--- src/rtl/mem_arbiter_pkg.sv ---
`default_nettype none
// ============================================================================
// Module      : mem_arbiter_pkg
// Description : Shared types and constants for the CPU memory arbiter.
//               Holds the arbiter FSM state encoding and the fixed byte
//               select used for instruction fetches (always a full word).
// Revision    : 1.0 - initial release
// ============================================================================
package mem_arbiter_pkg;

  // Arbiter states. The encoding is 2 bits wide.
  typedef enum logic [1:0] {
    ArbState_IDLE    = 2'd0,
    ArbState_SERVE_I = 2'd1,
    ArbState_SERVE_D = 2'd2
  } arb_state_e;

  // Instruction fetches always read both bytes of the word.
  localparam logic [1:0] C_FETCH_BYTESEL = 2'b11;

endpackage : mem_arbiter_pkg
`default_nettype wire

--- src/rtl/mem_arbiter.sv ---
`default_nettype none
// ============================================================================
// Module      : mem_arbiter
// Description : Merges the core's instruction-fetch and data master ports
//               onto one 16-bit memory/IO bus. The data port has priority.
//               An atomic lock keeps the bus on the data port. A burst
//               counter forces an instruction grant after DATA_BURST_MAX
//               consecutive unlocked data grants while a fetch is waiting.
// Ports       :
//   clk, reset                     - clock, async active-low reset
//   instr_m_*                      - fetch master (read-only, word access)
//   data_m_*, d_io, lock           - data master, IO select, atomic hold
//   q_m_*, q_io, q_b               - shared system bus, q_b=1 for data owner
// Parameters  :
//   DATA_BURST_MAX                 - 1..15, data grants before fetch forced
// Revision    : 1.0 - initial release
// ============================================================================
module mem_arbiter
  import mem_arbiter_pkg::*;
#(
  parameter int DATA_BURST_MAX = 4
) (
  input  logic        clk,
  input  logic        reset,

  input  logic [18:0] instr_m_addr,
  output logic [15:0] instr_m_data_in,
  input  logic        instr_m_access,
  output logic        instr_m_ack,

  input  logic [18:0] data_m_addr,
  output logic [15:0] data_m_data_in,
  input  logic [15:0] data_m_data_out,
  input  logic        data_m_access,
  output logic        data_m_ack,
  input  logic        data_m_wr_en,
  input  logic [1:0]  data_m_bytesel,
  input  logic        d_io,
  input  logic        lock,

  output logic [18:0] q_m_addr,
  output logic [15:0] q_m_data_out,
  input  logic [15:0] q_m_data_in,
  output logic        q_m_access,
  input  logic        q_m_ack,
  output logic        q_m_wr_en,
  output logic [1:0]  q_m_bytesel,
  output logic        q_io,
  output logic        q_b
);

  localparam logic [3:0] C_BURST_MAX = 4'(DATA_BURST_MAX);

  arb_state_e r_state;
  logic [3:0] r_dcnt;
  logic       r_locked;

  logic       w_serve_i;
  logic       w_serve_d;
  logic       w_dcnt_sat;

  assign w_serve_i  = (r_state == ArbState_SERVE_I);
  assign w_serve_d  = (r_state == ArbState_SERVE_D);
  assign w_dcnt_sat = (r_dcnt == C_BURST_MAX);

  // --------------------------------------------------------------------------
  // Grant FSM, burst counter and lock flag.
  // Every completed or aborted transfer returns through IDLE, so the memory
  // always sees access drop for at least one cycle between owners.
  // --------------------------------------------------------------------------
  always_ff @(posedge clk or negedge reset) begin
    if (!reset) begin
      r_state  <= ArbState_IDLE;
      r_dcnt   <= 4'd0;
      r_locked <= 1'b0;
    end else begin
      case (r_state)
        ArbState_IDLE: begin
          if (!lock)
            r_locked <= 1'b0;
          // No fetch waiting: the starvation history no longer matters.
          if (!instr_m_access)
            r_dcnt <= 4'd0;

          // A locked sequence never yields to the fetch port, not even
          // when the burst counter is saturated.
          if (r_locked && data_m_access)
            r_state <= ArbState_SERVE_D;
          else if (!r_locked && instr_m_access && w_dcnt_sat)
            r_state <= ArbState_SERVE_I;
          else if (data_m_access)
            r_state <= ArbState_SERVE_D;
          else if (!r_locked && instr_m_access)
            r_state <= ArbState_SERVE_I;
        end

        ArbState_SERVE_D: begin
          if (q_m_ack) begin
            r_state  <= ArbState_IDLE;
            r_locked <= lock;
            if (instr_m_access && !lock && !w_dcnt_sat)
              r_dcnt <= r_dcnt + 4'd1;
          end else if (!data_m_access) begin
            // Master withdrew before completion; counter left untouched.
            r_state <= ArbState_IDLE;
          end
        end

        ArbState_SERVE_I: begin
          if (q_m_ack) begin
            r_state <= ArbState_IDLE;
            r_dcnt  <= 4'd0;
          end else if (!instr_m_access) begin
            r_state <= ArbState_IDLE;
          end
        end

        default: r_state <= ArbState_IDLE;
      endcase
    end
  end

  // --------------------------------------------------------------------------
  // Bus steering. The grant is the registered state; the owning master's
  // request fields pass straight through so the bus tracks that master
  // and never reflects the other one.
  // --------------------------------------------------------------------------
  always_comb begin
    q_m_addr    = 19'd0;
    q_m_wr_en   = 1'b0;
    q_m_bytesel = 2'b00;
    q_io        = 1'b0;
    q_m_access  = 1'b0;
    q_b         = 1'b0;
    case (r_state)
      ArbState_SERVE_D: begin
        q_m_addr    = data_m_addr;
        q_m_wr_en   = data_m_wr_en;
        q_m_bytesel = data_m_bytesel;
        q_io        = d_io;
        q_m_access  = data_m_access;
        q_b         = 1'b1;
      end
      ArbState_SERVE_I: begin
        q_m_addr    = instr_m_addr;
        q_m_bytesel = C_FETCH_BYTESEL;
        q_m_access  = instr_m_access;
      end
      default: ;
    endcase
  end

  // Write data is qualified on the bus by q_m_wr_en, so it is not muxed.
  assign q_m_data_out    = data_m_data_out;

  assign instr_m_data_in = q_m_data_in;
  assign data_m_data_in  = q_m_data_in;

  // Only the current owner can see an ack; a stray ack in IDLE is dropped.
  assign instr_m_ack     = q_m_ack & w_serve_i;
  assign data_m_ack      = q_m_ack & w_serve_d;

endmodule : mem_arbiter
`default_nettype wire
--- config.mk ---
export PLATFORM = sky130hd
export DESIGN_NAME = mem_arbiter
export DESIGN_NICKNAME = d
export VERILOG_FILES = /design/src/rtl/mem_arbiter_pkg.sv /design/src/rtl/mem_arbiter.sv
export SDC_FILE = /design/constraint.sdc
export NUM_CORES = 1
export LEC_CHECK = 0
export ABC_AREA = 1
export BUFFER_PORTS_ARGS = -buffer_cell sky130_fd_sc_hd__buf_2
export CORE_ASPECT_RATIO = 2
export CORE_MARGIN = 8
export CORE_UTILIZATION = 25
export DETAILED_ROUTE_END_ITERATION = 8
export HOLD_SLACK_MARGIN = 0.08
export PLACE_DENSITY = 0.66
export REMOVE_ABC_BUFFERS = 1
export SLEW_MARGIN = 0
export SYNTH_ARGS = -nofsm -noshare
export SYNTH_HDL_FRONTEND = slang
export SYNTH_SLANG_ARGS = --single-unit
--- constraint.sdc ---
create_clock -name clk -period 1.75 [get_ports clk]
set_input_delay 0.2625 -clock clk [delete_from_list [all_inputs] [get_ports clk]]
set_output_delay 0.2625 -clock clk [all_outputs]
set_load 0.01 [all_outputs]
-- Word-level counts from Yosys, hierarchy flattened
Cells that the tools add are included.
- bits in registers: 7
- input bits: 80
- logic and storage cells: 54
- output and inout port bits: 75
- equal/unequal tests: 11
- $add $sub $neg: 1
- reduce and logical (&&, ||, !) cells: 14
- muxes and demuxes: 23
- bitwise gates (word level): 2
- operator list (cell ; number):
    $pmux W19 S2 ; 1
    $mux W2 ; 8
    $mux W4 ; 4
    $pmux W4 S3 ; 1
    $ne A2 B2 Y1 const B ; 4
    $ne A3 B3 Y1 const B ; 2
    $pmux W2 S3 ; 1
    $reduce_and A3 Y1 ; 2
    $logic_and A1 B1 Y1 ; 5
    $mux W1 ; 5
    $ne A5 B5 Y1 const B ; 1
    $reduce_and A5 Y1 ; 1
    $add A4 B1 Y4 const B ; 1
    $eq A4 B3 Y1 const B ; 1
    $pmux W1 S2 ; 2
    $pmux W2 S2 ; 1
    $logic_not A1 Y1 ; 3
    $reduce_bool A3 Y1 ; 1
    $and A1 B1 Y1 ; 2
    $eq A2 B1 Y1 const B ; 1
    $eq A2 B2 Y1 const B ; 1
    $logic_not A2 Y1 ; 1
    $ne A2 B1 Y1 const B ; 1
    $reduce_bool A2 Y1 ; 1

-- Depth between registers and ports, before layout
Gate-level depths: netlist of the first run.
- depth after elaboration: 7
- mapped depth: 9
- mapped depth without buffers: 9

-- Worst setup path before layout of the first run
No wires, ideal clock.
- path kind: flip-flop to output port
- start: register r_state[0]
- end: output port q_m_addr[11]
- stages on the path, launching flop included: 7
- path slack: 0.181 ns
- required time: 1.487 ns
- path buffers: 2
- data arrival time: 1.306 ns
- cells stage by stage: dfrtp_1 > inv_1 > ha_1 > buf_6 > buf_6 > nand2_1 > a21oi_1
- word-level cells in the longest chain between the ends: 2
- elaborated cells on any way between the ends: 3
- those cells by class: eq/ne (2); mux (1)
- ends and longest elaborated chain (element ; line ; RTL):
    start, declared ; mem_arbiter.sv:54 ; arb_state_e r_state;
    start signal, assigned ; mem_arbiter.sv:73 ; r_state <= ArbState_IDLE;
    start signal, assigned ; mem_arbiter.sv:88 ; r_state <= ArbState_SERVE_D;
    start signal, assigned ; mem_arbiter.sv:90 ; r_state <= ArbState_SERVE_I;
    $eq A2 B1 Y1 / $eq A2 B2 Y1 (equally long branches) ; mem_arbiter.sv:135 ; case (r_state)
    $pmux W19 S2 (*) ; mem_arbiter.sv:135 ;
    end, declared ; mem_arbiter.sv:41 ; output logic [18:0] q_m_addr,
Mark *: on every way between the ends. The rest lies on a longest branch, timed or not.

-- Worst setup path in the final report of the first run
- start: register r_state[1]
- end: output port q_m_access
- word-level cells in the longest chain between the ends: 2
- elaborated cells on any way between the ends: 3
- those cells by class: eq/ne (2); mux (1)
- ends and longest elaborated chain (element ; line ; RTL):
    $eq A2 B1 Y1 / $eq A2 B2 Y1 (equally long branches) ; mem_arbiter.sv:135 ;
    $pmux W1 S2 (*) ; mem_arbiter.sv:135 ;
    end, declared ; mem_arbiter.sv:44 ; output logic q_m_access,
Marks and branches as above.

==> results.md, run 1 <==
* Outcome: complete, but fails checks
* Violations in the final reports: negative setup slack
* Relative slew slack at 82.6%
* #FFs+latches synth at 7
* RSZ-0062 raised after global routing: yes
* Root buffer cell: clkbuf_8
* Overall power at 2420 uW
* Crit Path Max Fanout at 6
* P_int at 1140 uW
* Critical Path End Type: primary output
* Slew Viols, Final at 0
* Commonest non-fill, non-tap cells in the layout: buf_2 (74), nand2_1 (70), inv_1 (15), a21oi_2 (15)
* Via count at 1320
* Synth-to-Final Area Change at 24.4%
* Synth warn at 0
* Cts bufs inserted at 3
* Die span in x at 64.9 um
* Commonest non-fill, non-tap cell in the layout: buf_2
* WS Path Type: flop to primary output
* CTS tree: built
* Slew @ Worst Pin at 258 ps
* Clock buffer depth at 2
* Initial Util at 26.0%
* Netlist cell types at 16
* Fillers at 523
* Nets at 318
* Layout Skew at 3.55 ps
* Core area at 4600 um^2
* Top routing layer in use: met4
* Drt initial violations at 7
* Final Util at 32.3%
* Via density per instance at 4.62
* Hold Crit Class: primary input to flop
* Final setup fails at 13
* # H-tree levels at 1
* Worst setup SP type: flop
* Metal2 WL at 2.50 mm
* Worst reg2reg path startpoint: r_state[1]
* # IOs at 155
* Crit path DAT at 1510 ps
* Met3 wire length at 1.25 mm
* Reg power frac at 10.9%
* Largest net degree at the start of global routing at 27
* Share of layout cells above drive strength 1 at 46.8%
* Period minus WS final at 1780 ps
* Die area at 7380 um^2
* # rows at 35
* Worst reg2reg endpoint: r_dcnt[0]
* Comb power frac at 79.7%
* Clk slew on worst S/H paths at 40 ps
* Final Wtd Congestion at 0.798
* Number of global-route vias before repair at 1407
* Period utilization at 101%
* Worst skew pair latency at 220 ps
* Clock power frac at 9.4%
* Met1 WL at 1.66 mm
* Mapped Cells at 197
* Required @ worst endpoint at 1490 ps
* Switching power total at 1280 uW
* Global-route wire length before repair at 7.67 mm
* Avg WL per Cell at 19.0 um
* Fin worst setup slack at -25.1 ps
* DP Wirelength at 4.52 mm
* Drt first pass iters at 3
* Power Density at 1630 nW/um^2
* Number of max-cap violations at 0
* Reg2Reg Setup Slack at 210 ps
* WHS Path Cells at 3
* Fmax at 563 MHz
* Avg Cell Area, Syn at 6.06 um^2
* Drc violations at 0
* Worst R2R Path Depth at 9
* Total grt overflow at 0
* Peak supply drop at 1070 uV
* GRT Overall Usage at 13.7%
* ANT nets after route at 0
* Leak pwr at 0.000797 uW
* ANT cells at 0
* Switching Fraction at 52.9%
* Mapped cell area at 1190 um^2
* Sink Count at 7
* PortBufs at 74
* Die Height at 114 um
* Initial antenna violation count at 0
* Final WL at 5.43 mm
* Crit path from: r_state[1]
* Critical Path End: q_m_access
* Register area share after synthesis at 14.7%
* Hold violation count in the final report at 0
-- logic make-up (layout without fill, tap and decap cells) --
family                   count (synthesis)  in the layout  share of synthesized area (%)
buffers and inverters                   73            107                           39.6
XOR/XNOR                                 1              1                          0.734
AO/OA/AOI/OAI                           31             31                           13.0
AND/OR/NAND/NOR                         79             79                           25.7
adder cells (fa/ha/maj)                  6              6                           6.29
flip-flops                               7              7                           14.7
-- synth_stat cells --
cell      count  area, um^2
o21ai_0       3        15.0
clkbuf_1      2        7.51
xor2_1        1        8.76
o21ai_1       6        30.0
nand4_1       1        6.26
buf_2         3        15.0
buf_6         2        22.5
nand2_1      70         263
ha_1          6        75.1
dfrtp_1       7         175
buf_4        48         360
nand3_1       4        20.0
inv_1        18        67.6
nand2_2       1        6.26
nor2_1        3        11.3
a21oi_1      22         110
-- area by class of cell --
class	instances	area (um^2)	share of cell area (%)
Multi-Input combinational cell	117	627	42.2
Timing Repair Buffer	82	475	32.0
Sequential cell	7	175	11.8
Inverter	18	71.3	4.80
Tap cell	55	68.8	4.63
Clock buffer	4	45.0	3.03
Timing Repair inverter	3	22.5	1.52
-- state kept, by name, indices dropped and copies added (netlist names) --
| name | flops |
|---|---|
| r_state | 2 |
| r_dcnt | 4 |
| r_locked | 1 |
-- metrics by stage --
step           setup WS (ps)  TNS [ps]  hold slack, ps  cell area [um^2]  cells
3_5_place_dp            25.6         0             110              1270    274
5_1_grt                 -127     -1810             290              1490    286
2_1_floorplan          -86.8      -854           -33.1               788    142
6_report               -25.1      -138             270              1490    286
3_3_place_gp            42.7         0             113              1270    274
4_1_cts                -18.4     -75.4             273              1400    285
-- power groups by stage --
stage                     Combinational, uW  Clock (uW)  Sequential (uW)
after floorplan                         852           0              258
after global placement                 1420           0              267
after detailed placement               1420           0              273
after CTS                              1750         232              265
after global routing                   2120         245              273
final                                  1930         227              265
-- worst min-delay path by stage --
stage	slack, ps	from	end
2_1_floorplan	-30	reset	r_dcnt[0]
3_3_place_gp	110	reset	r_state[1]
3_5_place_dp	110	reset	r_state[1]
4_1_cts	270	lock	r_locked
5_1_grt	290	lock	r_locked
6_report	270	lock	r_locked
-- critical path: stages, from the launching register on --
cell and delay, ps:
dfrtp_1 380, inv_2 70, ha_4 340, clkinvlp_4 200
a21oi_1 150, buf_2 150
-- routing by layer --
layer,global-route usage (%),vias up
met1,11.7,570
met5,4.65,-
li1,-,628
met4,2.35,0
met2,21.2,120
met3,14.6,2
-- what timing repair did --
action                                 4_1_cts  5_1_grt
hold buffers                                 1        0
endpoints found under the hold margin        7        0
buffers inserted                             3        0
setup endpoints to repair                   22       22
gates cloned                                 3        1
resized for setup                           10       15
pin swaps                                    1        1
No activity file was read; power rests on OpenSTA's default activity.
==> inputs of run 2 (changes only) <==
--- a/config.mk
+++ b/config.mk
@@ -12,6 +12,7 @@
 export CORE_UTILIZATION = 25
 export DETAILED_ROUTE_END_ITERATION = 8
 export HOLD_SLACK_MARGIN = 0.08
+export MAX_ROUTING_LAYER = met4
 export PLACE_DENSITY = 0.66
 export REMOVE_ABC_BUFFERS = 1
 export SLEW_MARGIN = 0
==> run 2 against run 1 <==
  * The run still ends with negative setup slack left
  * Sequential share of layout area unchanged
  * Clock skew is essentially flat
  * Clock power hardly changed
  * Non-clock buffer count unchanged
  * First-iteration DRC count grew to 2.7 times the previous value
  * Critical path depth did not move
  * Final cell count is the same
  * Worst setup slack worse by 0.51 ps
  * Critical path type unchanged
  * Highest routed layer unchanged
==> results.md, run 2 (synthesized netlist as in run 1, its figures left out) <==
* WHS Path Cells at 3
* Die span in x at 64.9 um
* Worst setup SP type: flop
* Drt first pass iters at 4
* Fin worst setup slack at -25.6 ps
* Relative slew slack at 83.0%
* Crit-path cells: inv_2 -> ha_4 -> clkinvlp_4 -> a21oi_1 -> buf_2
* Slowest-stage cell, CP: dfrtp_1
* Leak pwr at 0.000797 uW
* Final setup fails at 13
* Avg WL per Cell at 19.0 um
* Worst reg2reg endpoint: r_dcnt[0]
* Pre-CTS setup slack at 25.6 ps
* Worst reg2reg path startpoint: r_state[1]
* Top routing layer in use: met4
* Drc violations at 0
* Required @ worst endpoint at 1490 ps
* PortBufs at 74
* Share of layout cells above drive strength 1 at 46.8%
* # rows at 35
* Crit path largest cell delay at 380 ps
* Hold WS at 270 ps
* Power Density at 1630 nW/um^2
* Slew @ Worst Pin at 252 ps
* DP Wirelength at 4.52 mm
* ANT nets after route at 0
* Sink Count at 7
* Hold_sp: lock
* Area post-placement at 1270 um^2
* Crit-path leading delay family: buffers and inverters
* Placed cell count at 274
* Initial Util at 26.0%
* GRT Overall Usage at 14.0%
* # H-tree levels at 1
* Largest reg by FF count: r_dcnt
* Final Wtd Congestion at 0.810
* ANT cells at 0
* Commonest non-fill, non-tap cell in the layout: buf_2
* Drt initial violations at 19
* Die Height at 114 um
* Hold Crit Class: primary input to flop
* Core area at 4600 um^2
* Crit Path Max Fanout at 6
* Slew Viols, Final at 0
* # IOs at 155
* Clock buffer depth at 2
* Layout Skew at 3.33 ps
* Crit path DAT at 1510 ps
* Synth-to-Final Area Change at 24.4%
* Hold Path End: r_locked
* Initial antenna violation count at 0
* Max FFs per register at 4
* Via count at 1312
* Die area at 7380 um^2
* Critical Path End Type: primary output
* Cts bufs inserted at 3
* Metal2 WL at 2.50 mm
* Reg2Reg Setup Slack at 210 ps
* Largest net degree at the start of global routing at 27
* Commonest non-fill, non-tap cells in the layout: buf_2 (74), nand2_1 (70), inv_1 (15), a21oi_2 (15)
* Worst skew pair latency at 220 ps
* Peak supply drop at 1070 uV
* Global-route wire length before repair at 7.67 mm
* Clk slew on worst S/H paths at 40 ps
* Period utilization at 101%
* Number of max-cap violations at 0
* RSZ-0062 raised after global routing: yes
* Number of global-route vias before repair at 1399
* Total grt overflow at 0
* CTS tree: built
* WS Path Type: flop to primary output
* Finished Layout Cells at 286
* Violations in the final reports: negative setup slack
* Outcome: complete, but fails checks
* Period minus WS final at 1780 ps
* Largest registers: r_dcnt (4), r_state (2), r_locked (1)
* Hold violation count in the final report at 0
* Met3 wire length at 1.09 mm
* Via density per instance at 4.59
* Worst path depth at 5
* Root buffer cell: clkbuf_8
* Worst R2R Path Depth at 9
* Fillers at 523
* Final WL at 5.43 mm
* Met1 WL at 1.82 mm
* Nets at 318
* Final instance area at 1490 um^2
* Fmax at 563 MHz
* Buf+Inv Stages, Crit Path at 3
[run 2: tightest hold or removal path: cells and delay by family]
family | cells | cell delay (ps)
buf+inv | 2 | 140
compound gates | 1 | 60
[run 2: power breakdown]
group	switching [uW]	internal, uW
Clock	69.2	158
Sequential	49.1	216
Combinational	1170	767
[run 2: worst max-delay path by stage]
| stage | start | end |
|---|---|---|
| after floorplan | r_state[0] | q_m_access |
| after global placement | r_state[0] | q_m_addr[9] |
| after detailed placement | r_state[0] | q_m_addr[6] |
| after CTS | r_state[1] | q_m_addr[9] |
| after global routing | r_state[1] | q_m_addr[6] |
| final | r_state[1] | q_m_addr[6] |
[run 2: metal layers]
metal,GRT usage [%],vias up
li1,-,627
met1,13.2,570
met2,21.4,113
met3,12.6,2
met4,2.20,0
met5,-,-
[run 2: final cells by class]
class | instances | area [um^2] | area share [%]
Multi-Input combinational cell | 117 | 627 | 42.2
Inverter | 18 | 71.3 | 4.80
Timing Repair Buffer | 82 | 475 | 32.0
Clock buffer | 4 | 45.0 | 3.03
Timing Repair inverter | 3 | 22.5 | 1.52
Tap cell | 55 | 68.8 | 4.63
Sequential cell | 7 | 175 | 11.8
[run 2: repair_timing]
| item | 4_1_cts | 5_1_grt |
|---|---|---|
| endpoints found under the setup margin | 22 | 22 |
| hold buffers | 1 | 0 |
| endpoints found under the hold margin | 7 | 0 |
| pin swaps | 1 | 1 |
| gates resized for setup | 10 | 15 |
| gates cloned | 3 | 1 |
| setup buffers | 3 | 0 |
[run 2: through the flow]
stage | setup TNS, ps | util (%) | power (uW)
5_1_grt | -1810 | 32.3 | 2640
3_3_place_gp | 0 | 27.7 | 1690
4_1_cts | -75.4 | 30.4 | 2240
2_1_floorplan | -854 | - | 1110
3_5_place_dp | 0 | 27.7 | 1700
6_report | -124 | 32.3 | 2420
